--- config.mk ---
export PLATFORM = sky130hd
export DESIGN_NAME = alu_pipe
export DESIGN_NICKNAME = d
export VERILOG_FILES = /design/src/rtl/alu_pipe.sv
export SDC_FILE = /design/constraint.sdc
export NUM_CORES = 1
export LEC_CHECK = 0
export BUFFER_PORTS_ARGS = -buffer_cell sky130_fd_sc_hd__buf_2
export CAP_MARGIN = 20
export CORE_MARGIN = 2
export CORE_UTILIZATION = 60
export CTS_CLUSTER_DIAMETER = 80
export DETAILED_ROUTE_END_ITERATION = 7
export PLACE_DENSITY_LB_ADDON = 0.08
export SETUP_SLACK_MARGIN = 0.5
export SLEW_MARGIN = 20
export SYNTH_ARGS = -nofsm -noshare
export SYNTH_HDL_FRONTEND = slang
export SYNTH_SLANG_ARGS = --single-unit
--- constraint.sdc ---
create_clock -name clk -period 5.1 [get_ports clk]
set_input_delay 0.255 -clock clk [delete_from_list [all_inputs] [get_ports clk]]
set_output_delay 0.255 -clock clk [all_outputs]
set_load 0.05 [all_outputs]
--- src/rtl/alu_pipe.sv ---
// Pipelined ALU with valid/ready handshake, STAGES-cycle latency and a persistent {N,Z,V,C}
// flag register updated when a flag-setting op retires.
module alu_pipe #(
    parameter int WIDTH  = 64,
    parameter int STAGES = 2
) (
    input  logic             clk,
    input  logic             reset_n,
    input  logic             in_valid,
    output logic             in_ready,
    input  logic [WIDTH-1:0] A,
    input  logic [WIDTH-1:0] B,
    input  logic [2:0]       cntrl,
    input  logic             set_flags,
    output logic             out_valid,
    input  logic             out_ready,
    output logic [WIDTH-1:0] result,
    output logic             negative,
    output logic             zero,
    output logic             overflow,
    output logic             carry_out,
    output logic [3:0]       flags_q
);
    localparam int SHW = $clog2(WIDTH);
    // payload = {set_flags, result, N, Z, V, C}
    localparam int PW  = WIDTH + 5;

    logic [WIDTH:0]             add_ext;
    logic [WIDTH:0]             sub_ext;
    logic [WIDTH-1:0]           res_c;
    logic                       v_c;
    logic                       c_c;
    logic [PW-1:0]              pay_c;
    logic [STAGES-1:0]          vld_q;
    logic [STAGES-1:0][PW-1:0]  pay_q;
    logic                       stall;
    logic                       accept;
    logic                       retire;

    assign add_ext = {1'b0, A} + {1'b0, B};
    assign sub_ext = {1'b0, A} + {1'b0, ~B} + {{WIDTH{1'b0}}, 1'b1};

    always_comb begin
        res_c = '0;
        v_c   = 1'b0;
        c_c   = 1'b0;
        case (cntrl)
            3'b001: res_c = A << B[SHW-1:0];
            3'b010: begin
                res_c = add_ext[WIDTH-1:0];
                c_c   = add_ext[WIDTH];
                v_c   = (A[WIDTH-1] == B[WIDTH-1]) && (add_ext[WIDTH-1] != A[WIDTH-1]);
            end
            3'b011: begin
                res_c = sub_ext[WIDTH-1:0];
                c_c   = sub_ext[WIDTH];
                v_c   = (A[WIDTH-1] != B[WIDTH-1]) && (sub_ext[WIDTH-1] != A[WIDTH-1]);
            end
            3'b100: res_c = A & B;
            3'b101: res_c = A | B;
            3'b110: res_c = A ^ B;
            3'b111: res_c = A >> B[SHW-1:0];
            default: res_c = B;
        endcase
    end

    assign pay_c = {set_flags, res_c, res_c[WIDTH-1], ~|res_c, v_c, c_c};

    assign out_valid = vld_q[STAGES-1];
    assign stall     = out_valid & ~out_ready;
    assign in_ready  = ~stall;
    assign accept    = in_valid & in_ready;
    assign retire    = out_valid & out_ready;

    // Whole pipe freezes on stall; bubbles move only the valid bits, payload follows real ops.
    always_ff @(posedge clk or negedge reset_n) begin
        if (!reset_n) begin
            vld_q   <= '0;
            pay_q   <= '0;
            flags_q <= 4'b0000;
        end else begin
            if (retire && pay_q[STAGES-1][PW-1])
                flags_q <= pay_q[STAGES-1][3:0];
            if (!stall) begin
                vld_q[0] <= accept;
                if (accept)
                    pay_q[0] <= pay_c;
                for (int i = 1; i < STAGES; i++) begin
                    vld_q[i] <= vld_q[i-1];
                    if (vld_q[i-1])
                        pay_q[i] <= pay_q[i-1];
                end
            end
        end
    end

    assign result    = pay_q[STAGES-1][WIDTH+3:4];
    assign negative  = pay_q[STAGES-1][3];
    assign zero      = pay_q[STAGES-1][2];
    assign overflow  = pay_q[STAGES-1][1];
    assign carry_out = pay_q[STAGES-1][0];

endmodule

==> results of run 1 <==
[cell usage after synthesis (42+ instances only)]
cell / count / share of area (%)
buf_2: 42 / 0.77
nand2_1: 460 / 6.3
xnor2_1: 49 / 1.6
o221ai_1: 45 / 1.4
nor2_1: 313 / 4.3
a21oi_1: 283 / 5.2
mux2i_1: 151 / 5.5
o21ai_0: 288 / 5.3
mux4_2: 55 / 4.5
a211oi_1: 57 / 1.6
dfrtp_1: 142 / 13
clkbuf_1: 177 / 2.4
o31ai_1: 46 / 1.3
o22ai_1: 86 / 2.0
o211ai_1: 60 / 1.7
ha_1: 210 / 9.6
nand3_1: 76 / 1.4
mux2_2: 140 / 5.8
o21a_1: 46 / 1.3
nand4_1: 42 / 0.96
buf_4: 74 / 2.0
inv_1: 210 / 2.9
nor3_1: 78 / 1.4
[metrics by stage]
step                      TNS, ps  utilization, %  instance area [µm²]  setup WS (ps)  hold WS [ps]
after floorplan                 0               -                27400            497         -40.6
after global placement       -174            69.2                31200           -174           379
after detailed placement     -279            69.2                31200           -279           385
after CTS                       0            70.9                32000            507          17.1
[cell families after synthesis]
kind of cell | count (synthesis) | share of synthesized area [%]
flip-flops | 142 | 13.0
adder cells (fa/ha/maj) | 212 | 9.78
AO/OA/AOI/OAI | 1262 | 30.7
buffers and inverters | 563 | 9.28
AND/OR/NAND/NOR | 1171 | 19.5
multiplexers | 350 | 16.0
XOR/XNOR | 52 | 1.67
[per-layer routing]
layer,track usage [%],overflow
met2,83.5,5
met3,54.9,0
met1,72.5,1
met4,64.1,3
met5,25.4,0
[timing repair]
action / 4_1_cts
gates cloned: 2
endpoints found under the setup margin: 1
endpoints found under the hold margin: 91
pin swaps: 1
resized for setup: 10
hold buffers: 1
setup buffers: 1
==> metrics.yaml, run 1 <==
die:
  row_count: 78
  initial_core_util_pct: 60.5
  pin_count: 210
  die_y_um: 217
  fp.dieW_um: 217
clock_tree:
  max-clock-path-buffers: 2
  cts_root_buf: "clkbuf_16"
  numCtsBuffers: 17
  cts.sinks: 142
  htree_levels: 4
placed_design:
  post-place-cells: 4697
  gp_congestion: 1.55
  dp_hpwl_um: 114000
  io_buffer_count: 209
global_routing:
  globalRoute.totalOverflow: 9
  first_global_vias: 37010
  grt_usage_pct: 69.3
  grt_max_degree: 130
  grt_pass1_wl_um: 243000
synth:
  synthArstFlopShare_pct: 100
  synthCells: 3752
  syn_area_per_cell_um2: 7.27
  synth_flop_cell: "dfrtp_1"
  ys_types: 97
  synth-seq-cells: 142
  syn_nets: 4100
  synth_area_um2: 27300
  synth-warning-count: 0
  synth_edf_count: 0
  synth_seq_area_share_pct: 13.0
status:
  toolErrorMsg: "[ERROR GRT-0116] Global routing finished with congestion. Check the congestion regions in the DRC Viewer."
  status: "stopped before the end"
  failing_step: "5_1_grt"
==> run 2, diff against run 1 <==
--- a/config.mk
+++ b/config.mk
@@ -8,11 +8,9 @@
 export BUFFER_PORTS_ARGS = -buffer_cell sky130_fd_sc_hd__buf_2
 export CAP_MARGIN = 20
 export CORE_MARGIN = 2
-export CORE_UTILIZATION = 60
-export CTS_CLUSTER_DIAMETER = 80
+export CORE_UTILIZATION = 40
 export DETAILED_ROUTE_END_ITERATION = 7
-export PLACE_DENSITY_LB_ADDON = 0.08
-export SETUP_SLACK_MARGIN = 0.5
+export PLACE_DENSITY_LB_ADDON = 0.15
 export SLEW_MARGIN = 20
 export SYNTH_ARGS = -nofsm -noshare
 export SYNTH_HDL_FRONTEND = slang
==> run 2 against run 1 <==
Net effect: the flow now finishes without violations; synthesized cell count did not move; synthesized area unchanged.
==> metrics.yaml, run 2 <==
status:
  status: "finished, final reports clean"
detailed_routing:
  wl_um: 176000
  vias: 34793
  wl_per_cell_um: 34.4
  via_per_inst: 6.81
  first_pass_iters: 8
  drtIter0Drc: 5114
  drc: 0
  antenna_left: 0
die:
  die-area_um2: 70300
  die_y_um: 265
  row_count: 95
  core_um2: 67300
  pin_count: 210
  fp.dieW_um: 265
  initial_core_util_pct: 40.5
sta:
  finalHoldViolCount: 0
  skew_ps: 9.54
  rsz0062_at_grt: "false"
  setup_viol: 0
  drv_slew: 0
  fin_ws_ps: 2.86
  setup_tns_ps: 0
  finalCritPeriodShare_pct: 99.9
  slew_headroom_pct: 19.5
  fmax_ghz: 0.196
  min_period_ps: 5100
  worstMarginPinSlew_ps: 1200
synth:
  synth_top_family_by_area: "compound AO/OA/AOI/OAI gates"
  synth_seq_area_share_pct: 13.0
  synth_flop_cell: "dfrtp_1"
  ys_types: 97
  syn_area_per_cell_um2: 7.27
  synth.area.mux_share_pct: 16.0
  synth_top_cell_by_area: "dfrtp_1"
  syn_nets: 4100
  yosys-top-cells-count: "nand2_1 (460), nor2_1 (313), o21ai_0 (288)"
  synth-seq-cells: 142
  synth_area_um2: 27300
  synth-warning-count: 0
  synthCells: 3752
  synth_compound_area_share_pct: 30.7
  synthArstFlopShare_pct: 100
  synth.area.top_cells: "dfrtp_1 (13%), ha_1 (9.6%), nand2_1 (6.3%), mux2_2 (5.8%), mux2i_1 (5.5%)"
  synthSimpleGateAreaFrac_pct: 19.5
  yosysTopAreaCellShare_pct: 13.0
  synth_xor_area_share_pct: 1.67
  synth_edf_count: 0
  synth.most_common_cell: "nand2_1"
  synthAdderAreaFrac_pct: 9.78
hold_path:
  hold_class: "in2reg"
  hold_depth: 3
  min_from: "B[21]"
  min_to: "pay_q[25]"
final_layout:
  final_common_cell: "buf_4"
  largest_reg_flops: 69
  layout-drive-gt1-share_pct: 25.8
  area_growth_pct: 20.9
  final_cell_mix: "buf_4 (565), nand2_1 (457), nor2_1 (310), o21ai_0 (286), a21oi_1 (283)"
  largest-register: "pay_q"
  fin_area_um2: 33000
  nets: 4567
clock_tree:
  clkTransAtPathRegs_ps: 70
  cts_root_buf: "clkbuf_16"
  cts_setup_buffers: 0
  cts_tree: "built"
  htree_levels: 4
  max-clock-path-buffers: 2
  numCtsBuffers: 17
  cts.sinks: 142
  clock_latency_ps: 440
worst_setup_path:
  cp_top_family: "compound AO/OA/AOI/OAI gates"
  cp_cell_sequence: "buf_4, buf_12, buf_4, mux4_2, mux2i_1, o21ai_0, buf_4, a221oi_1, o211ai_1, o22a_1, a21oi_1, buf_4, o2111ai_1, nor4_2, buf_4, nand4_1, or4_1, o31ai_1"
  critPathRequiredTime_ps: 5440
  critPathMaxFanout: 46
  crit_top_cell: "buf_4"
  r2r-start: "vld_q[1]"
  cp_num_buf_inv: 6
  cp-start-kind: "input pin"
  path_class: "in2reg"
  slowest_delay_ps: 620
  end_kind: "register"
  critPathSlowestCell: "mux4_2"
  rr_worst_depth: 4
  r2r_slack_ps: 2910
  critical_path_arrival_ps: 5440
  r2r_end: "result[6]"
flow_run:
  drv_cap: 0
placed_design:
  dp_hpwl_um: 143000
  preCtsSetupSlack_ps: -329
  gp_congestion: 1.15
  placed_cell_area_um2: 32400
  io_buffer_count: 209
global_routing:
  antenna_found_initial: 8
  first_global_vias: 32656
  grt_usage_pct: 48.4
  grt_pass1_wl_um: 245000
  grt_max_degree: 129
  globalRoute.totalOverflow: 0
power_and_ir_drop:
  power_density_nw_per_um2: 250
  finalPower_mw: 8.24
  power_leakage_nw: 14.9
  vdd_ir_drop_max_mv: 0.239
[run 2: cell counts after synthesis]
Identical to the previous run, type by type.
[run 2: worst max-delay path by stage]
stage               startpoint  endpoint  slack (ps)  cells after the start
detailed placement        B[0]  pay_q[2]        -330                     17
CTS                       B[0]  pay_q[2]         120                     17
global placement          B[0]  pay_q[2]        -220                     17
floorplan                 B[3]  pay_q[2]           4                     20
global route              B[1]  pay_q[2]          10                     17
finish                    B[0]  pay_q[2]           3                     18
[run 2: logic make-up after synthesis]
group / after synthesis
and+or+nand+nor: 1171
muxes: 350
DFF: 142
xor gates and xnor gates: 52
AOI/OAI and AO/OA: 1262
buffers and inverters: 563
adders and majority gates: 212
[run 2: power by group]
part	internal (mW)	switching, mW	total [mW]
Sequential	1.46	0.174	1.64
Clock	0.638	0.557	1.19
Combinational	1.79	3.62	5.41
[run 2: what timing repair did]
item	in CTS	in global routing
hold buffers	2	0
resized for setup	0	4
endpoints found under the setup margin	0	1
endpoints found under the hold margin	85	0
[run 2: worst min-delay path, stage by stage]
cell	delay [ps]
buf_2	140
nor2_1	110
o31ai_1	70
[run 2: final cells by class]
| type | count | area [µm²] |
|---|---|---|
| fill | 6901 | 34300 |
| inverter | 217 | 815 |
| sequential | 142 | 3550 |
| timing repair buffer | 794 | 5700 |
| multi-input combinational | 3047 | 21300 |
| antenna | 4 | 10.0 |
| clock inverter | 15 | 133 |
| tap | 873 | 1090 |
| clock buffer | 17 | 425 |
[run 2: metal layers]
metal	GRT usage (%)	up-vias	wire length (µm)
met4	42.4	6	19400
met2	70.9	2622	71600
met3	11.6	754	18500
li1	-	14793	-
met5	0	-	32
met1	59.4	16618	65900
[run 2: per-stage QoR]
stage,util [%],hold WS [ps],cells
floorplan,-,-40.6,3752
global placement,48.1,360,5070
detailed placement,48.1,355,5071
CTS,49.0,179,5105
global route,49.0,187,5105
finish,49.0,179,5109
No activity file was read; power rests on OpenSTA's default activity.
